$ cat src/rtl/demux_tdm_defs.sv
// Shared constants for the TDM link: FSM state encoding and slot indices.
package demux_tdm_defs;

  typedef enum logic {
    HUNT = 1'b0,
    LOCK = 1'b1
  } state_t;

  localparam logic [1:0] SLOT0 = 2'd0;
  localparam logic [1:0] SLOT1 = 2'd1;
  localparam logic [1:0] SLOT2 = 2'd2;
  localparam logic [1:0] SLOT3 = 2'd3;

endpackage

$ cat src/rtl/sat_counter.sv
// Increment-with-saturation counter; sticks at all-ones.
module sat_counter #(
  parameter int W = 8
) (
  input  logic         clk,
  input  logic         rst_n,
  input  logic         inc,
  output logic [W-1:0] cnt
);

  // count up on inc unless already saturated
  always_ff @(posedge clk or negedge rst_n) begin
    if (!rst_n)                 cnt <= '0;
    else if (inc && cnt != '1)  cnt <= cnt + 1'b1;
  end

endmodule

$ cat src/rtl/demux_tdm.sv
// 4-slot TDM demultiplexer: sync-aligned slot capture into shadows, atomic
// frame update of d0..d3 on the slot-3 sample, alignment error reporting.
module demux_tdm
  import demux_tdm_defs::*;
#(
  parameter int WIDTH = 1,
  parameter int ERR_W = 8
) (
  input  logic             clk,
  input  logic             rst_n,
  input  logic [WIDTH-1:0] y_in,
  input  logic             in_valid,
  input  logic             sync,
  output logic [WIDTH-1:0] d0,
  output logic [WIDTH-1:0] d1,
  output logic [WIDTH-1:0] d2,
  output logic [WIDTH-1:0] d3,
  output logic [1:0]       slot,
  output logic             locked,
  output logic             frame_valid,
  output logic             sync_err,
  output logic [ERR_W-1:0] err_cnt
);

  state_t           state, state_nxt;
  logic [1:0]       slot_nxt;
  logic [WIDTH-1:0] sh0, sh1, sh2;
  logic             sh0_we, sh1_we, sh2_we, load, err;

  // next-state, slot advance and capture strobes
  always_comb begin
    state_nxt = state;
    slot_nxt  = slot;
    sh0_we    = 1'b0;
    sh1_we    = 1'b0;
    sh2_we    = 1'b0;
    load      = 1'b0;
    err       = 1'b0;
    if (in_valid) begin
      unique case (state)
        HUNT: begin
          if (sync) begin
            sh0_we    = 1'b1;
            slot_nxt  = SLOT1;
            state_nxt = LOCK;
          end
        end
        LOCK: begin
          if (sync) begin
            // sync anywhere but slot 0 re-aligns onto the new frame
            err      = (slot != SLOT0);
            sh0_we   = 1'b1;
            slot_nxt = SLOT1;
          end else begin
            unique case (slot)
              SLOT0: begin
                err       = 1'b1;
                state_nxt = HUNT;
                slot_nxt  = SLOT0;
              end
              SLOT1: begin
                sh1_we   = 1'b1;
                slot_nxt = SLOT2;
              end
              SLOT2: begin
                sh2_we   = 1'b1;
                slot_nxt = SLOT3;
              end
              SLOT3: begin
                load     = 1'b1;
                slot_nxt = SLOT0;
              end
            endcase
          end
        end
      endcase
    end
  end

  // state, slot and shadow registers
  always_ff @(posedge clk or negedge rst_n) begin
    if (!rst_n) begin
      state <= HUNT;
      slot  <= SLOT0;
      sh0   <= '0;
      sh1   <= '0;
      sh2   <= '0;
    end else begin
      state <= state_nxt;
      slot  <= slot_nxt;
      if (sh0_we) sh0 <= y_in;
      if (sh1_we) sh1 <= y_in;
      if (sh2_we) sh2 <= y_in;
    end
  end

  // output frame registers and one-cycle pulses
  always_ff @(posedge clk or negedge rst_n) begin
    if (!rst_n) begin
      d0          <= '0;
      d1          <= '0;
      d2          <= '0;
      d3          <= '0;
      frame_valid <= 1'b0;
      sync_err    <= 1'b0;
    end else begin
      frame_valid <= load;
      sync_err    <= err;
      if (load) begin
        d0 <= sh0;
        d1 <= sh1;
        d2 <= sh2;
        d3 <= y_in;
      end
    end
  end

  assign locked = (state == LOCK);

  sat_counter #(.W(ERR_W)) u_err_cnt (
    .clk   (clk),
    .rst_n (rst_n),
    .inc   (err),
    .cnt   (err_cnt)
  );

endmodule

$ cat config.mk
export PLATFORM = sky130hd
export DESIGN_NAME = demux_tdm
export DESIGN_NICKNAME = d
export VERILOG_FILES = /design/src/rtl/demux_tdm_defs.sv /design/src/rtl/sat_counter.sv /design/src/rtl/demux_tdm.sv
export SDC_FILE = /design/constraint.sdc
export NUM_CORES = 1
export LEC_CHECK = 0
export ABC_AREA = 1
export CAP_MARGIN = 20
export CORE_UTILIZATION = 30
export CTS_CLUSTER_DIAMETER = 30
export DETAILED_ROUTE_END_ITERATION = 10
export SLEW_MARGIN = 20
export SYNTH_ARGS = -nofsm -noshare
export SYNTH_HDL_FRONTEND = slang
export SYNTH_HIERARCHICAL = 1
export SYNTH_SLANG_ARGS = --single-unit
$ cat constraint.sdc
create_clock -name clk -period 1.7 [get_ports clk]
set_input_delay 0.34 -clock clk [delete_from_list [all_inputs] [get_ports clk]]
set_output_delay 0.34 -clock clk [all_outputs]
set_load 0.005 [all_outputs]
### Word level (Yosys, flattened, before mapping)

Index checks and enable logic that the tools add are counted.

| storage, ports and cells | value |
|---|---|
| output and inout port bits | 17 |
| input port bits | 5 |
| register bits | 20 |
| word-level logic and storage cells | 49 |

| operators by class | value |
|---|---|
| reduce and logical (&&, ||, !) cells | 5 |
| mux-type cells | 25 |
| equality and inequality tests | 5 |
| add/subtract/negate cells | 1 |
| bitwise logic cells | 1 |

Operators by type and width:

| kind | number |
|---|---|
| $mux W1 | 20 |
| $add A8 B1 Y8 const B | 1 |
| $ne A8 B8 Y1 const B | 1 |
| $pmux W2 S3 | 1 |
| $eq A2 B2 Y1 const B | 2 |
| $mux W2 | 2 |
| $pmux W2 S2 | 1 |
| $eq A2 B1 Y1 const B | 1 |
| $logic_not A2 Y1 | 1 |
| $ne A2 B2 Y1 const B | 1 |
| $pmux W1 S2 | 1 |
| $reduce_and A2 Y1 | 1 |
| $reduce_bool A2 Y1 | 1 |
| $reduce_or A2 Y1 | 1 |
| $logic_and A1 B1 Y1 | 1 |
| $not A1 Y1 | 1 |

### Depth between registers and ports, before layout

Gate-level depths: netlist (run 1).

| logic depth | value |
|---|---|
| depth in word-level cells | 6 |
| depth in mapped cells | 10 |

### Hierarchy

Netlist (run 1), hierarchy kept.

Modules (own cells, without submodules):

| module | cells each | instances | area each (µm²) | sequential area each (µm²) |
|---|---|---|---|---|
| demux_tdm | 68 | 1 | 595.6 | 300.3 |
| sat_counter | 63 | 1 | 483.0 | 200.2 |

### Least setup slack after synthesis (run 1)

No wires, ideal clock.

| path | value |
|---|---|
| kind | register to register |
| start point | register slot[0] |
| end point | register u_err_cnt.cnt[7] |
| stages on the path, launching flop included | 10 |
| path buffers | 0 |
| data arrival time | 1.746 ns |
| path slack | -0.164 ns |
| library setup time | 0.119 ns |
| data required time | 1.581 ns |
| path through | dfrtp_1 inv_1 ha_1 ha_1 nor2_1 nand2_1 nor2_2 nand3_1 nand2_1 nand2_1 |

| between the ends | value |
|---|---|
| cells in the longest elaborated chain, start to end | 6 |
| elaborated cells on any way between the ends | 7 |

Ends and longest elaborated chain:

| item | line | text |
|---|---|---|
| start: declaration | demux_tdm.sv:18 | `output logic [1:0] slot,` |
| start signal: assignment | demux_tdm.sv:90 | `slot <= slot_nxt;` |
| $logic_not A2 Y1 | demux_tdm.sv:55 | `unique case (slot)` |
| $mux W1 | demux_tdm.sv:55 |  |
| $mux W1 * | demux_tdm.sv:49 | `if (sync) begin` |
| $mux W1 * | demux_tdm.sv:40 | `unique case (state)` |
| $mux W1 * | demux_tdm.sv:39 | `if (in_valid) begin` |
| net err | demux_tdm.sv:28 | `logic sh0_we, sh1_we, sh2_we, load, err;` |
| $logic_and A1 B1 Y1 * | sat_counter.sv:14 | `else if (inc && cnt != '1) cnt <= cnt + 1'b1;` |
| end signal: assignment | sat_counter.sv:14 |  |
| end: declaration | sat_counter.sv:8 | `output logic [W-1:0] cnt` |

The timed path passes the listed nets; every way through them passes the cells marked *.
A chain may end at the register's enable or synchronous reset.

### Worst setup path in the final report (run 1)

| path | value |
|---|---|
| start point | register u_err_cnt.cnt[4] |
| end point | output port err_cnt[4] |

RTL lines:

| item | line | text |
|---|---|---|
| end: declaration | demux_tdm.sv:22 | `output logic [ERR_W-1:0] err_cnt` |

No word-level cell between the ends.

==> impl_metrics.csv, run 1 <==
group,metric,value,unit
cts,clock_path_buffers,2,
worst_setup_path,critical_path.top_delay_family,"buffers and inverters",
cts,holdBufCountCts,0,
sta,setup_slack,80.7,ps
synthesis,syn_area,1080,um^2
power_and_ir_drop,p_clk_share,15.1,%
synthesis,ys.flop_type,"dfrtp_1",
power_and_ir_drop,powerDensity,1240,nW/um^2
routing,drt-total-wl,2.08,mm
worst_setup_path,cp-end-kind,"primary output",
floorplanning,design.core.area,3390,um^2
run_status,status,"complete, no violations",
worst_setup_path,worstPathMaxFanout,5,
power_and_ir_drop,seq_power_share,42.4,%
sta,setup_viol,0,
floorplanning,die_w,62.0,um
power_and_ir_drop,power,0.00180,W
routing,vias,903,
synthesis,yosys_warnings,6,
cells_and_area,antenna_cells,0,
sta,slew_viol_final,0,
synthesis,yosys_register_bits,20,
power_and_ir_drop,power_frac_comb,42.6,%
placement,dp_slack,-180,ps
cells_and_area,finalNonFillerCells,208,
synthesis,yosys.cell_types.count,20,
worst_setup_path,crit_required,1360,ps
routing,drtPass1Iterations,4,
synthesis,synth-seq-area-share,46.4,%
worst_setup_path,cp-start-kind,"register",
worst_hold_path,worstHoldPathType,"in2async",
power_and_ir_drop,p_sw,0.000625,W
routing,drtIter0Drc,41,
floorplanning,core.rowCount,21,
cts,clkSlewWorstSetupHoldPaths,110,ps
placement,dp_cells,204,
cts,cts_tree,"yes",
power_and_ir_drop,p_leak,0.720,nW
worst_setup_path,critical_path_class,"reg2out",
cts,clk_latency,290,ps
synthesis,syn-instance-count,131,
sta,tightest_slew,264,ps
cells_and_area,multi_input_area,529,um^2
worst_setup_path,slowest_delay,540,ps
synthesis,yosysTopAreaCellShare,46.4,%
sta,skew,5.89,ps
floorplanning,die_y,62.0,um
flow_run,drv_cap,0,
worst_setup_path,crit_slowest_cell,"clkdlybuf4s50_1",
cells_and_area,fillCellCount,345,
synthesis,synth_area_leader_cell,"dfrtp_1",
grt,antenna_found_initial,0,
placement,placedInstanceArea,1400,um^2
placement,gp_congestion,0.788,
grt,grt_overflow,0,
synthesis,avgSynthCellArea,8.23,um^2
sta,whs,381,ps
power_and_ir_drop,max-vdd-ir-drop,0.471,mV
worst_setup_path,cp_num_buf_inv,1,
grt,first_global_vias,856,
sta,period_share,95.3,%
cells_and_area,syn_to_final_growth,34.8,%
cts,clock_sinks,20,
power_and_ir_drop,cell_internal_pwr,0.00118,W
sta,slew_headroom,82.4,%
worst_setup_path,worstPathCellList,"clkdlybuf4s50_1",
grt,grt_use_total,12.5,%
worst_setup_path,cp.arrival,1280,ps
synthesis,synth_area_leaders,"dfrtp_1 46%, nand2_1 17%, ha_1 8.1%, nand3_1 6.0%, inv_1 4.9%",
cells_and_area,mostFrequentLayoutCells,"50 x nand2_1, 20 x clkdlybuf4s50_1, 18 x dfrtp_1",
cts,htreeDepth,1,
sta,period_minus_slack,1620,ps
placement,dp_hpwl,1.63,mm
sta,hold_viol,0,
synthesis,synth_edf_count,0,
cts,cts_buffers,3,
floorplanning,start_util,31.8,%
sta,max_freq,618,MHz
routing,drcViolationCount,0,
synthesis,synth_nets,143,
power_and_ir_drop,switching_share,34.7,%
cells_and_area,drive_gt1_share,16.7,%
floorplanning,fp.dieArea,3840,um^2
grt,grt_pass1_wl,3.60,mm
grt,grt_max_degree,21,
cells_and_area,post-route-cell-area,1450,um^2
synthesis,async_reset_ff_share,100,%
cts,ctsRootBufferMaster,"clkbuf_4",
routing,vias_per_cell,4.34,
cells_and_area,fin_nets,175,
floorplanning,pin_count,22,
placement,io_buffers,21,
sta,rsz0062_at_grt,"no",
routing,drtAntennaViolNets,0,
routing,wire_per_inst,10.0,um
cells_and_area,seq_area,503,um^2
cells_and_area,layout_commonest_cell,"nand2_1",
## per-stage QoR
stage | util (%) | TNS (ps)
after global routing | 42.9 | 0
after CTS | 42.2 | 0
after detailed placement | 41.2 | -953
final | 42.9 | 0
after global placement | 41.2 | -775
after floorplan | - | 0
## synth_stat cells (3+ instances only)
cell,count
inv_1,14
nand2_2,3
nor2_4,3
ha_1,7
nor2_1,9
nand2_1,50
nand3_1,13
dfrtp_1,20
## power groups by stage
stage	Sequential, W	Combinational (W)	Clock (W)
floorplan	0.000772	0.000360	0
global placement	0.000771	0.000742	0
detailed placement	0.000773	0.000760	0
CTS	0.000763	0.000762	0.000284
global route	0.000790	0.000870	0.000302
finish	0.000765	0.000768	0.000272
## layer usage
metal  up-vias  routed length (um)  part of all wire, %  track usage [%]
met5         -                   0                    0                0
met4         0                   0                    0             3.81
met3         0                  70                  3.4             2.07
met2        15                 983                   47             21.1
met1       426                1030                   49             16.2
li1        462                   -                    -                -
## layout make-up
| type | instances | area share (%) |
|---|---|---|
| multi-input combinational | 94 | 36.4 |
| sequential | 20 | 34.6 |
| timing repair buffer | 28 | 18.2 |
| inverter | 16 | 4.30 |
| tap | 46 | 3.96 |
| clock buffer | 4 | 2.50 |
## registers in the layout, summed over array words and instances, names as in the netlist
name           flops
sh0                1
sync_err           1
locked             1
d1                 1
sh1                1
d3                 1
frame_valid        1
slot               2
d0                 1
u_err_cnt/cnt      8
d2                 1
sh2                1
## logic make-up (layout without fill, tap and decap cells)
group | after synthesis | after routing | share of synthesized area [%]
DFF | 20 | 20 | 46.4
buffers and inverters | 17 | 48 | 6.84
AOI/OAI and AO/OA | 2 | 2 | 0.927
and+or+nand+nor | 83 | 83 | 36.1
xor gates and xnor gates | 2 | 2 | 1.62
adders and majority gates | 7 | 7 | 8.12
## worst paths after layout
kind                            slack [ps]  depth (start not counted)             start          endpoint
worst max register to register         170                          9           slot[0]  u_err_cnt/cnt[7]
max in group asynchronous             1090                          2             rst_n  u_err_cnt/cnt[2]
worst min-delay path                   380                          2             rst_n  u_err_cnt/cnt[6]
worst max-delay path                    80                          1  u_err_cnt/cnt[4]        err_cnt[4]
worst min register to register         480                          2                d2                d2
min in group clk                       480                          2                d2                d2
## timing repair
item	4_1_cts	5_1_grt
setup endpoints to repair	0	4
resized for setup	0	6
buffers inserted	0	0
(Power assumes the default switching activity.)
==> run 2, diff against run 1 <==
--- a/config.mk
+++ b/config.mk
@@ -7,9 +7,10 @@
 export LEC_CHECK = 0
 export ABC_AREA = 1
 export CAP_MARGIN = 20
-export CORE_UTILIZATION = 30
+export CORE_UTILIZATION = 35
 export CTS_CLUSTER_DIAMETER = 30
 export DETAILED_ROUTE_END_ITERATION = 10
+export PLACE_DENSITY = 0.7
 export SLEW_MARGIN = 20
 export SYNTH_ARGS = -nofsm -noshare
 export SYNTH_HDL_FRONTEND = slang
==> run 2 against run 1 <==
  * The flow now finishes with violations (design-rule violations)
  * Count of clock-buffer cells in the layout is 1 lower
  * Hold slack got worse by 10 ps
  * Setup slack better by 9.1 ps
  * Combinational power up 0.5%
  * First-iteration DRC count fell by 56%
  * Sequential cell count unchanged
==> impl_metrics.csv, run 2 (synthesized netlist as in run 1, its figures left out) <==
group,metric,value,unit
run_status,status,"finished with violations",
run_status,violations,"design-rule violations",
cells_and_area,seq_area,503,um^2
routing,drcViolationCount,3,
routing,drtPass1Iterations,7,
worst_hold_path,worstHoldPathType,"in2async",
grt,grt_overflow,0,
grt,grt_max_degree,21,
power_and_ir_drop,power_frac_comb,40.3,%
power_and_ir_drop,seq_power_share,39.8,%
routing,vias,921,
worst_setup_path,critical_path_class,"reg2out",
power_and_ir_drop,powerDensity,1310,nW/um^2
worst_setup_path,cp-start-kind,"register",
floorplanning,pin_count,22,
cts,clock_sinks,20,
worst_setup_path,critical_path.startpoint,"slot[0]",
cells_and_area,multi_input_area,517,um^2
worst_setup_path,r2r_cells,9,
worst_setup_path,rr_startpoint,"slot[0]",
cells_and_area,drive_gt1_share,17.0,%
worst_setup_path,worstPathMaxFanout,4,
sta,slew_headroom,83.1,%
floorplanning,core.rowCount,19,
routing,vias_per_cell,4.70,
placement,dp_slack,-307,ps
cts,clkSlewWorstSetupHoldPaths,120,ps
sta,rsz0062_at_grt,"no",
cells_and_area,largestRegisters,"u_err_cnt/cnt (8), slot (2)",
routing,drtAntennaViolNets,0,
power_and_ir_drop,p_leak,0.748,nW
placement,gp_congestion,0.749,
cells_and_area,antenna_cells,0,
cells_and_area,finalNonFillerCells,196,
power_and_ir_drop,p_clk_share,19.9,%
cts,clk_latency,290,ps
power_and_ir_drop,p_sw,0.000624,W
power_and_ir_drop,power,0.00192,W
floorplanning,design.core.area,2830,um^2
power_and_ir_drop,switching_share,32.6,%
cts,cts_buffers,3,
power_and_ir_drop,cell_internal_pwr,0.00129,W
cts,clock_path_buffers,2,
cells_and_area,mostFrequentLayoutCells,"50 x nand2_1, 20 x clkdlybuf4s50_1, 18 x dfrtp_1",
sta,period_minus_slack,1610,ps
cells_and_area,fillCellCount,271,
cells_and_area,regMostFlops,"u_err_cnt/cnt",
placement,io_buffers,21,
grt,grt_pass1_wl,3.72,mm
cts,cts_tree,"yes",
grt,grt_use_total,14.2,%
worst_setup_path,cp.arrival,1270,ps
placement,dp_hpwl,1.67,mm
floorplanning,die_w,57.5,um
sta,finalSetupTns,0,ps
cts,ctsRootBufferMaster,"clkbuf_4",
sta,max_freq,621,MHz
floorplanning,die_y,57.5,um
floorplanning,fp.dieArea,3310,um^2
cells_and_area,layout_commonest_cell,"nand2_1",
cts,holdBufCountCts,0,
sta,skew,6.10,ps
grt,first_global_vias,908,
worst_setup_path,cp-end-kind,"primary output",
floorplanning,start_util,38.1,%
placement,dp_cells,191,
sta,setup_slack,89.8,ps
power_and_ir_drop,max-vdd-ir-drop,0.645,mV
routing,wire_per_inst,10.6,um
sta,tightest_slew,254,ps
cts,htreeDepth,1,
cells_and_area,largest_register_ffs,8,
sta,setup_viol,0,
grt,antenna_found_initial,0,
flow_run,drv_cap,0,
routing,drtIter0Drc,18,
cells_and_area,fin_nets,178,
sta,slew_viol_final,0,
sta,hold_viol,0,
sta,period_share,94.7,%
worst_setup_path,crit_required,1360,ps
cells_and_area,syn_to_final_growth,35.5,%
sta,whs,371,ps
routing,drt-total-wl,2.08,mm
## run 2: changes by cell type in the layout (fill, tap and decap cells not counted), sizes merged
cell / before / now
clkbuf: 4 / 3
bufinv: 0 / 1
buf: 7 / 10
## run 2: metrics by stage
stage | util [%] | area (um^2)
floorplan | - | 1090
global placement | 49.2 | 1390
detailed placement | 49.2 | 1390
CTS | 51.0 | 1440
global route | 51.7 | 1460
finish | 51.7 | 1460
## run 2: worst max-delay path, cell delays in order, from the launching register on
cell and delay [ps]:
dfrtp_1 360, buf_4 130, clkdlybuf4s50_1 500
## run 2: repair_timing
action / CTS / global route
setup endpoints to repair: 0 / 6
gates resized for setup: 0 / 4
setup buffers: 0 / 1
hold endpoints to repair: 0 / 0
## run 2: worst paths after layout
| check | slack (ps) | endpoint |
|---|---|---|
| worst max-delay path | 90 | slot[0] |
| worst min-delay path | 370 | u_err_cnt/cnt[6] |
| worst max register to register | 160 | u_err_cnt/cnt[7] |
| worst min register to register | 480 | d1 |
| max in group asynchronous | 1100 | u_err_cnt/cnt[2] |
| min in group clk | 480 | d1 |
## run 2: final cells by class
type | count | area share (%)
Multi-Input combinational cell | 94 | 35.4
Clock inverter | 1 | 2.05
Tap cell | 31 | 2.65
Inverter | 16 | 4.28
Timing Repair Buffer | 31 | 19.7
Sequential cell | 20 | 34.4
Clock buffer | 3 | 1.54
## run 2: metal layers
layer / vias to the layer above / part of all wire, % / GRT usage (%)
li1: 469 / - / -
met1: 435 / 44 / 18.1
met2: 17 / 52 / 24.8
met3: 0 / 4.0 / 2.27
met4: 0 / 0 / 4.18
met5: - / 0 / 0
## run 2: power by group through the flow
| stage | logic [W] | clock network, W | registers, W |
|---|---|---|---|
| 6_report | 0.000772 | 0.000381 | 0.000763 |
| 5_1_grt | 0.000870 | 0.000416 | 0.000793 |
| 4_1_cts | 0.000774 | 0.000393 | 0.000764 |
| 3_5_place_dp | 0.000771 | 0 | 0.000773 |
| 3_3_place_gp | 0.000747 | 0 | 0.000769 |
| 2_1_floorplan | 0.000360 | 0 | 0.000772 |
